File: src/rtl/pc_ctrl.sv
// ---------------------------------------------------------------------------
// pc_ctrl -- program counter and next-PC sequencer for the 8-bit core.
//
// Sits directly after the ALU. Each cycle it picks the next fetch address:
// PC+1, or a branch target read from a small programmable lookup table.
// It also runs the start/halt handshake with the test harness.
//
// Ports:
//   clk           system clock, all state updates on the rising edge
//   rst_n         asynchronous active-low reset
//   start         harness request to begin execution at PC 0
//   stall         hold the current PC (multi-cycle instruction in flight)
//   halt          decoded halt instruction at the current PC
//   branch_en     current instruction is a conditional branch
//   branch_on_nz  0: taken when alu_zero=1, 1: taken when alu_zero=0
//   alu_zero      ALU zero flag for the current instruction
//   lut_idx       branch-target LUT index from the instruction field
//   lut_we        LUT write enable
//   lut_waddr     LUT write address
//   lut_wdata     LUT write data (absolute target PC)
//   pc            current fetch address (registered)
//   branch_taken  branch resolves taken this cycle (combinational)
//   running       registered, high while executing
//   done          registered, high once halted
// ---------------------------------------------------------------------------
module pc_ctrl #(
    parameter int PC_WIDTH = 10,
    parameter int LUT_AW   = 4
) (
    input  logic                clk,
    input  logic                rst_n,
    input  logic                start,
    input  logic                stall,
    input  logic                halt,
    input  logic                branch_en,
    input  logic                branch_on_nz,
    input  logic                alu_zero,
    input  logic [LUT_AW-1:0]   lut_idx,
    input  logic                lut_we,
    input  logic [LUT_AW-1:0]   lut_waddr,
    input  logic [PC_WIDTH-1:0] lut_wdata,
    output logic [PC_WIDTH-1:0] pc,
    output logic                branch_taken,
    output logic                running,
    output logic                done
);

    localparam int LUT_DEPTH = 1 << LUT_AW;

    typedef enum logic [1:0] {
        ST_IDLE,
        ST_RUN,
        ST_HALTED
    } state_e;

    state_e                state_q,   state_d;
    logic [PC_WIDTH-1:0]   pc_q,      pc_d;
    logic                  running_q, running_d;
    logic                  done_q,    done_d;
    logic [PC_WIDTH-1:0]   lut_q [LUT_DEPTH];
    logic [PC_WIDTH-1:0]   lut_d [LUT_DEPTH];
    logic [PC_WIDTH-1:0]   lut_rdata;

    // Read comes from the stored array, so a same-edge write to the branch
    // index is not forwarded: the branch sees the old target.
    assign lut_rdata = lut_q[lut_idx];

    assign branch_taken = (state_q == ST_RUN) & ~stall & ~halt & branch_en
                        & (alu_zero ^ branch_on_nz);

    // Next-state and next-PC selection.
    always_comb begin
        // NOTE: every signal gets a default before the case so that no path
        // leaves it unassigned, which would otherwise infer a latch.
        state_d = state_q;
        pc_d    = pc_q;

        unique case (state_q)
            ST_IDLE: begin
                if (start) begin
                    state_d = ST_RUN;
                    pc_d    = '0;
                end
            end
            ST_RUN: begin
                if (stall) begin
                    // Hold everything; halt and branch wait for the stall
                    // to clear.
                end else if (halt) begin
                    // PC stays on the halt instruction.
                    state_d = ST_HALTED;
                end else if (branch_taken) begin
                    pc_d = lut_rdata;
                end else begin
                    // Wraps silently from all-ones to zero.
                    pc_d = pc_q + PC_WIDTH'(1);
                end
            end
            ST_HALTED: begin
                if (start) begin
                    state_d = ST_RUN;
                    pc_d    = '0;
                end
            end
            default: begin
                state_d = ST_IDLE;
                pc_d    = '0;
            end
        endcase

        // Flags are registered copies of the state so they switch on the
        // same edge as the state itself.
        running_d = (state_d == ST_RUN);
        done_d    = (state_d == ST_HALTED);
    end

    // LUT write path; legal in every state.
    always_comb begin
        lut_d = lut_q;
        if (lut_we) begin
            lut_d[lut_waddr] = lut_wdata;
        end
    end

    always_ff @(posedge clk or negedge rst_n) begin
        // NOTE: sequential state uses non-blocking assignments so every flop
        // samples its _d value from before the edge, independent of order.
        if (!rst_n) begin
            state_q   <= ST_IDLE;
            pc_q      <= '0;
            running_q <= 1'b0;
            done_q    <= 1'b0;
            // NOTE: the LUT is built from flops rather than a RAM macro
            // because every entry must read zero straight out of reset.
            for (int i = 0; i < LUT_DEPTH; i++) begin
                lut_q[i] <= '0;
            end
        end else begin
            state_q   <= state_d;
            pc_q      <= pc_d;
            running_q <= running_d;
            done_q    <= done_d;
            for (int i = 0; i < LUT_DEPTH; i++) begin
                lut_q[i] <= lut_d[i];
            end
        end
    end

    assign pc      = pc_q;
    assign running = running_q;
    assign done    = done_q;

endmodule
File: config.mk
export PLATFORM = sky130hd
export DESIGN_NAME = pc_ctrl
export DESIGN_NICKNAME = d
export VERILOG_FILES = /design/src/rtl/pc_ctrl.sv
export SDC_FILE = /design/constraint.sdc
export NUM_CORES = 1
export LEC_CHECK = 0
export ABC_AREA = 1
export BUFFER_PORTS_ARGS = -buffer_cell sky130_fd_sc_hd__clkbuf_2
export CORE_MARGIN = 5
export CORE_UTILIZATION = 30
export CTS_CLUSTER_DIAMETER = 80
export DETAILED_ROUTE_END_ITERATION = 10
export SLEW_MARGIN = 20
export SYNTH_ARGS = -nofsm -noshare
export SYNTH_HDL_FRONTEND = slang
export SYNTH_SLANG_ARGS = --single-unit
File: constraint.sdc
create_clock -name clk -period 1.7 [get_ports clk]
set_clock_uncertainty 0.2 [all_clocks]
set_input_delay 0.085 -clock clk [delete_from_list [all_inputs] [get_ports clk]]
set_output_delay 0.085 -clock clk [all_outputs]
set_load 0.05 [all_outputs]
* Word-level counts from Yosys, hierarchy flattened
Index checks and enable logic that the tools add are counted.
** Word-level totals
- Logic and storage cells :: 59
- Bits in registers :: 174
- Input port bits :: 27
** Cells by class
- Eq/ne operators :: 7
- Bitwise gates (word level) :: 9
- Add/sub/neg operators :: 1
- Multiplexer cells :: 15
- Magnitude comparators :: 3
- Reduce and logical (&&, ||, !) cells :: 4
** Operators by type and width (number)
- 160-bit bitwise mux :: 1
- 10-bit two-way mux :: 7
- 10-bit binary-select mux with 4-bit select :: 1
- 10-bit demux with 4-bit select :: 1
- 10-bit case mux with 2 select lines :: 1
- 10-bit by 1-bit adder with 10-bit output, second input constant :: 1
- 5-bit >= comparator, second input constant :: 2
- 4-bit NOT with 5-bit output :: 2
- 2-bit two-way mux :: 3
- 5-bit by 1-bit < comparator with 1-bit output, second input constant :: 1
- 1-bit AND :: 4
- 2-bit by 1-bit equality test with 1-bit output, second input constant :: 2
- 2-bit equality test, second input constant :: 2
- 2-bit inequality test, second input constant :: 2
- 2-bit case mux with 2 select lines :: 1
- 3-bit AND reduction :: 1
- 2-bit logical NOT :: 1
- 2-bit by 1-bit inequality test with 1-bit output, second input constant :: 1
- 1-bit NOT :: 2
- 2-bit OR reduction :: 1
- 1-bit logical AND :: 1
- 1-bit bitwise XOR :: 1

* Longest topological paths before layout
Gate-level depths: netlist of the first run.
- Depth after elaboration :: 9
- Depth in mapped cells :: 11
- Gate-level depth less buffers :: 10

* Worst setup path after synthesis of the first run
OpenSTA, ideal clock, no wires.
- Path kind :: register to register
- Start :: register pc_q[0] (netlist: pc[0])
- End :: register pc_q[8] (netlist: pc[8])
- Clock period less this slack :: 1975 ps
- Data required time :: 1382 ps
- Arrival :: 1657 ps
- Setup slack :: -275 ps
- Cell stages (with the launch flop) :: 11
- Path buffers :: 0
- Setup time :: 118 ps
- Cell sequence :: dfrtp_1 > ha_1 > nand2_1 > nor2_1 > nand3_1 > nand2_1 > nand2_1 > o21ai_0 > inv_1 > nand2_1 > nand2_1
** Between the ends
- Cells in the longest elaborated chain, start to end :: 5
** Ends and longest elaborated chain
- start: declaration :: RTL line 57 : logic [PC_WIDTH-1:0] pc_q, pc_d;
- start signal: assignment :: RTL line 140 : pc_q <= pc_d;
- 10-bit by 1-bit adder with 10-bit output :: RTL line 96 : pc_d = pc_q + PC_WIDTH'(1);
- 10-bit two-way mux :: RTL line 92 : end else if (branch_taken) begin
- 10-bit two-way mux :: RTL line 89 : end else if (halt) begin
- 10-bit two-way mux :: RTL line 86 : if (stall) begin
- 10-bit case mux with 2 select lines :: RTL line 78 : unique case (state_q)
No other way between the ends. The select of a mux whose other input is x is not followed.
A chain may end at the register's enable or synchronous reset.

* Final worst setup path of the first run
- Start :: register state_q[0]
- End :: output port branch_taken
** Between the ends
- Cells in the longest elaborated chain, start to end :: 5
** Ends and longest elaborated chain
- start: declaration :: RTL line 56 : state_e state_q, state_d;
- start signal: assignment :: RTL line 139 : state_q <= state_d;
- 2-bit by 1-bit equality test with 1-bit output :: RTL line 68 : assign branch_taken = (state_q == ST_RUN) & ~stall & ~halt & branch_en
- 1-bit AND (3 in series) :: RTL line 68
- 1-bit AND :: RTL line 69 : & (alu_zero ^ branch_on_nz);
- end: declaration :: RTL line 43 : output logic branch_taken,
No other way between the ends.

==> results of run 1 <==
## area by class of cell
type	count	area, um2
flip-flops and latches	174	4362
fillers	2796	17070
clock buffers	20	446.7
multi-input cells	736	3296
clock inverters	11	190.2
inverters	59	224.0
repair buffers	100	858.3
well taps	341	426.7
## repair_timing
item,4_1_cts,5_1_grt
hold endpoints to repair,227,0
resized for setup,3,9
hold buffers,17,0
buffers inserted,7,3
pin swaps,2,5
endpoints found under the setup margin,1,11
## cells by family (layout without fill, tap and decap cells)
family / Yosys count / after routing / synth area share
buf+inv: 132 / 190 / 0.06647
compound gates: 196 / 196 / 0.1216
simple gates: 536 / 536 / 0.2730
fa+ha+maj: 1 / 1 / 0.001535
flops: 174 / 174 / 0.5342
xor+xnor: 3 / 3 / 0.003224
## Yosys cell counts
| master | count | area [um2] |
|---|---|---|
| nor2_4 | 2 | 22.52 |
| a22o_1 | 2 | 17.52 |
| clkinv_1 | 2 | 7.510 |
| buf_1 | 2 | 7.510 |
| inv_1 | 52 | 195.2 |
| inv_2 | 5 | 18.77 |
| o22ai_1 | 2 | 12.51 |
| nand2_1 | 332 | 1246 |
| nand3_1 | 141 | 705.7 |
| dfrtp_1 | 174 | 4354 |
| buf_4 | 5 | 37.54 |
| xnor2_1 | 1 | 8.760 |
| nand4_1 | 1 | 6.260 |
| a21oi_1 | 49 | 245.2 |
| ha_1 | 1 | 12.51 |
| xor2_1 | 2 | 17.52 |
| or2_2 | 2 | 12.51 |
| and3_1 | 1 | 6.260 |
| nor3_1 | 1 | 5.000 |
| buf_2 | 22 | 110.1 |
| nor2_1 | 54 | 202.7 |
| clkbuf_1 | 44 | 165.2 |
| o21ai_0 | 143 | 715.7 |
| nand3b_1 | 1 | 7.510 |
| nor3_2 | 1 | 10.01 |
## worst min-delay path by stage
stage                     cells after the start  slack (ns)         to    startpoint
after global placement                        1       -0.20  lut_q[98]         rst_n
after global routing                          4        0.08  lut_q[76]  lut_waddr[3]
after floorplan                               0       -0.41       done         rst_n
after CTS                                     7        0.02      pc[3]          halt
after detailed placement                      1       -0.20  lut_q[98]         rst_n
final                                         8        0.04      pc[6]  branch_on_nz
## worst register-to-register path: cells and delay by family (launching register included)
family	cells	cell delay [ns]
buf+inv	5	0.42
flops	1	0.36
simple gates	6	0.50
## power groups by stage
stage	Sequential (mW)	Clock (mW)	Combinational, mW
finish	5.51	4.27	2.39
global route	5.63	4.52	2.75
CTS	5.51	4.34	2.37
detailed placement	5.59	0	2.24
global placement	5.56	0	2.18
floorplan	5.67	0	1.41
## routing by layer
metal / track usage / vias up / share of wire
li1: - / 3464 / -
met1: 0.2125 / 3383 / 0.47
met2: 0.2395 / 144 / 0.46
met3: 0.02726 / 35 / 0.046
met4: 0.04877 / 0 / 0.018
met5: 0 / - / 0
## stage by stage
stage | TNS [ns] | total power [mW] | worst slack (ns) | hold slack, ns
after global placement | 0 | 7.742 | 0.02157 | -0.2001
after floorplan | -0.01361 | 7.080 | -0.01361 | -0.4106
after CTS | -0.01350 | 12.22 | -0.01350 | 0.02452
after detailed placement | 0 | 7.826 | 0.03295 | -0.2003
final | 0 | 12.17 | 0.007478 | 0.03992
after global routing | -0.08703 | 12.91 | -0.06496 | 0.08114
## registers in the layout, summed over array words and instances (netlist names)
register,cells
pc,10
done,1
lut_q,160
state_q,2
running,1
==> results.ini, run 1 <==
[outcome]
outcome=completed

[floorplanning]
row_count=60
die_x_um=174.8
dieArea_um2=30560
core_um2=26880
die_h_um=174.8
initial_core_util=0.3033
ioPinCount=40

[setup_path]
r2r_cells=11
cp-start-kind=register
critical_path_required_ns=1.41
crit_path_top_delay_cell=dfrtp_1
crit_family=flip-flops
rr_endpoint=pc[9]
r2r_slack_ns=0.10
endpoint=branch_taken
rr_startpoint=state_q[0]
critPathArrivalTime_ns=1.41
critPathBufInv=4
cp_num_cells=7
startpoint=state_q[0]
cp_slowest_stage_delay_ns=0.36
crit_path_end_kind=primary output
path_cells=inv_2 > nor2_4 > inv_2 > nor2_4 > nand2_4 > inv_4 > buf_12
cp_max_fo=2
path_class=reg2out

[power]
p_leak_nw=4.649
combPwrFrac=0.196
irDropWorstVdd_mv=0.8216
power.share.clock=0.351
seqPwrFrac=0.453
switchingPower_mw=3.577
switching_share=0.2938
p_per_area_nw_per_um2=1242
intPower_mw=8.596

[clock_tree]
cts.sinks=174
cts_htree_levels=4
cts_buffers=17
clk_path_buf_depth=2
insertion_delay_ns=0.44
cts_root_buf=clkbuf_16
clkTransAtPathRegs_ns=0.07
cts_tree=yes

[layout]
nets=1116
final_common_cell=nand2_1
fin_area_um2=9803
area_growth_pct=20.28
utilization=0.3648
layout_common_cells=330 x nand2_1, 168 x dfrtp_1, 140 x nand3_1, 140 x o21ai_0
n_antenna_cell=0
layout-drive-gt1-share=0.1245
layout.cells.non_filler=1441

[global_route]
grt_start_max_net_pins=53
gr-usage-all-layers=0.1517
gr-total-overflow=0
antenna_found_initial=0
grt_pass1_vias=6875
grt_first_pass_wirelength_um=37260

[logic_synthesis]
syn_area_um2=8150
synth_nets=1070
yosysUniqueCellTypes=25
syn_avg_cell_area_um2=7.822
seq_area_frac_synth=0.5342
synth-seq-cells=174
synthCells=1042
synth_warnings=0

[detailed_routing]
routed_wl_um=22350
viasPerCell=4.876
wl_per_cell_um=15.51
firstDrtPassIters=5
vias=7026
drtIter0Drc=423
postRouteAntennaNets=0
route.detailed.drc=0

[sta]
rsz0062_at_grt=true
hold_viol=0
worst_slew_pin_slew_ns=0.5303
finalSetupViolCount=0
max_freq_mhz=590.8
period_share=0.9956
maxSlewViolCount=0
max_slew_margin=0.6461
period_needed_ns=1.693

[place]
place_congestion=0.8358
dp_hpwl_um=14060
placedCellCount=1383
port_buffers=39
placed_area_um2=8894

[hold_path]
worst_hold_path_type=in2reg

[job]
cap_violations=0

No activity file was read; power rests on OpenSTA's default activity.
==> run 2: changes to the inputs <==
==> constraint.sdc (replaced) <==
create_clock -name clk -period 1.7 [get_ports clk]
set_clock_uncertainty 0.2 [all_clocks]
set_input_delay 0.085 -clock clk [delete_from_list [all_inputs] [get_ports clk]]
set_output_delay 0.085 -clock clk [all_outputs]
set_load 0.1 [all_outputs]
==> run 2 against run 1 <==
Net effect:
- the run now ends with negative setup slack left
- first-iteration DRC count rose by 38%
- clock power fell by 8.4%
- core utilization rose by 0.12 points
- final area rose by 0.32%
- cell count rose by 0.62%
- via count rose by 0.27%
- hold slack improved by 0.018 ns
- critical path depth rose by 1
- sequential power barely moved
- die area did not move
- setup slack got worse by 0.098 ns
- highest routed layer unchanged
==> results.ini, run 2 (same netlist as run 1, synthesis figures left out) <==
[setup_path]
r2r_cells=9
crit_path_end_kind=primary output
cp-start-kind=register
path_cells=inv_2 > nor2_4 > inv_2 > nor2_4 > nand2_2 > buf_6 > inv_8 > buf_12
critPathArrivalTime_ns=1.51
crit_path_top_delay_cell=dfrtp_1
critical_path_required_ns=1.41
cp_max_fo=2
path_class=reg2out
cp_slowest_stage_delay_ns=0.36

[power]
irDropWorstVdd_mv=0.7525
power.share.clock=0.325
switching_share=0.3162
seqPwrFrac=0.460
intPower_mw=8.211
p_leak_nw=4.652
p_per_area_nw_per_um2=1221
combPwrFrac=0.214
switchingPower_mw=3.797

[detailed_routing]
viasPerCell=4.859
postRouteAntennaNets=0
wl_per_cell_um=15.38
drtIter0Drc=583
firstDrtPassIters=5
vias=7045
routed_wl_um=22310
route.detailed.drc=0

[place]
place_congestion=0.8100
dp_slack_ns=0.06712
placedCellCount=1393
dp_hpwl_um=14230
port_buffers=39

[sta]
finalSetupViolCount=1
max_slew_margin=0.6332
rsz0062_at_grt=true
worst_slew_pin_slew_ns=0.5525
maxSlewViolCount=0
period_needed_ns=1.790
period_share=1.053
setup_ws_ns=-0.09029
hold_viol=0
max_freq_mhz=558.6

[hold_path]
worst_hold_path_type=in2reg
holdPathStages=6

[global_route]
gr-total-overflow=0
antenna_found_initial=0
gr-usage-all-layers=0.1497
grt_start_max_net_pins=52
grt_first_pass_wirelength_um=36970
grt_pass1_vias=6862

[floorplanning]
row_count=60
ioPinCount=40
initial_core_util=0.3033
core_um2=26880
die_x_um=174.8
die_h_um=174.8
dieArea_um2=30560

[job]
cap_violations=0

[outcome]
violations=negative setup slack
outcome=finished with violations

[clock_tree]
clk_path_buf_depth=2
cts.sinks=174
cts_tree=yes
cts_root_buf=clkbuf_16
clkTransAtPathRegs_ns=0.06
cts_buffers=17
cts_htree_levels=4
insertion_delay_ns=0.43

[layout]
nets=1124
layout.cells.non_filler=1450
layout-drive-gt1-share=0.1335
layout_common_cells=330 x nand2_1, 165 x dfrtp_1, 141 x nand3_1, 141 x o21ai_0
area_growth_pct=20.66
final_common_cell=nand2_1
largest_reg_flops=160
largest-register=lut_q
n_antenna_cell=0

## run 2: cell types whose count changed in the layout (fill, tap and decap cells not counted), moves of 2 or more
cell / previous run / this run
bufinv_16: 5 / 2
dfrtp_1: 168 / 165
dfrtp_4: 0 / 7
dfrtp_2: 6 / 2
buf_4: 32 / 39
clkinv_4: 0 / 3
clkbuf_1: 2 / 0
## run 2: metal layers
metal	GRT usage	up-vias	part of all wire	wire length [um]
li1	-	3489	-	-
met1	0.2072	3322	0.47	10460
met2	0.2427	210	0.46	10300
met3	0.02596	24	0.056	1254
met4	0.04190	0	0.013	293
met5	0	-	0	0
## run 2: path summary, 6_finish.rpt
path | startpoint | endpoint | slack [ns]
min reg2reg | lut_q[119] | lut_q[119] | 0.28
min in group asynchronous | rst_n | lut_q[81] | 0.41
max reg2reg | lut_q[116] | pc[6] | 0.11
max | state_q[0] | branch_taken | -0.09
min | lut_waddr[2] | lut_q[18] | 0.06
max in group asynchronous | rst_n | lut_q[50] | 0.22
## run 2: worst max-delay path, delay by kind of cell, from the launching register on
kind / cells / cell delay (ns)
AND/OR/NAND/NOR: 3 / 0.27
flip-flops: 1 / 0.36
buffers and inverters: 5 / 0.45
## run 2: layout make-up
cell class	instances	area [um2]
clock buffer	19	452.9
clock inverter	13	140.1
fill	2791	17040
inverter	59	229.0
multi-input combinational	736	3282
sequential	174	4383
tap	341	426.7
timing repair buffer	108	920.9
## run 2: stage by stage
stage	hold slack (ns)	util	TNS (ns)	power [mW]	cell area [um2]
floorplan	-0.4106	-	-0.06394	7.321	8202
global placement	-0.2292	0.3348	0	7.989	8997
detailed placement	-0.2303	0.3348	0	8.066	8997
CTS	0.05417	0.3658	-0.1252	12.12	9832
global route	0.1005	0.3659	-0.1516	12.71	9834
finish	0.05839	0.3659	-0.09029	12.01	9834
## run 2: power groups by stage
| stage | registers (mW) | clock network [mW] | logic [mW] |
|---|---|---|---|
| 2_1_floorplan | 5.90 | 0 | 1.42 |
| 3_3_place_gp | 5.58 | 0 | 2.41 |
| 3_5_place_dp | 5.60 | 0 | 2.47 |
| 4_1_cts | 5.53 | 3.99 | 2.60 |
| 5_1_grt | 5.65 | 4.14 | 2.92 |
| 6_report | 5.53 | 3.91 | 2.57 |
## run 2: timing repair
action                                  CTS  global route
endpoints found under the setup margin    1             9
resized for setup                         3             3
pin swaps                                 2             1
buffers inserted                          7             0
endpoints found under the hold margin   231             0
hold buffers                             18             0
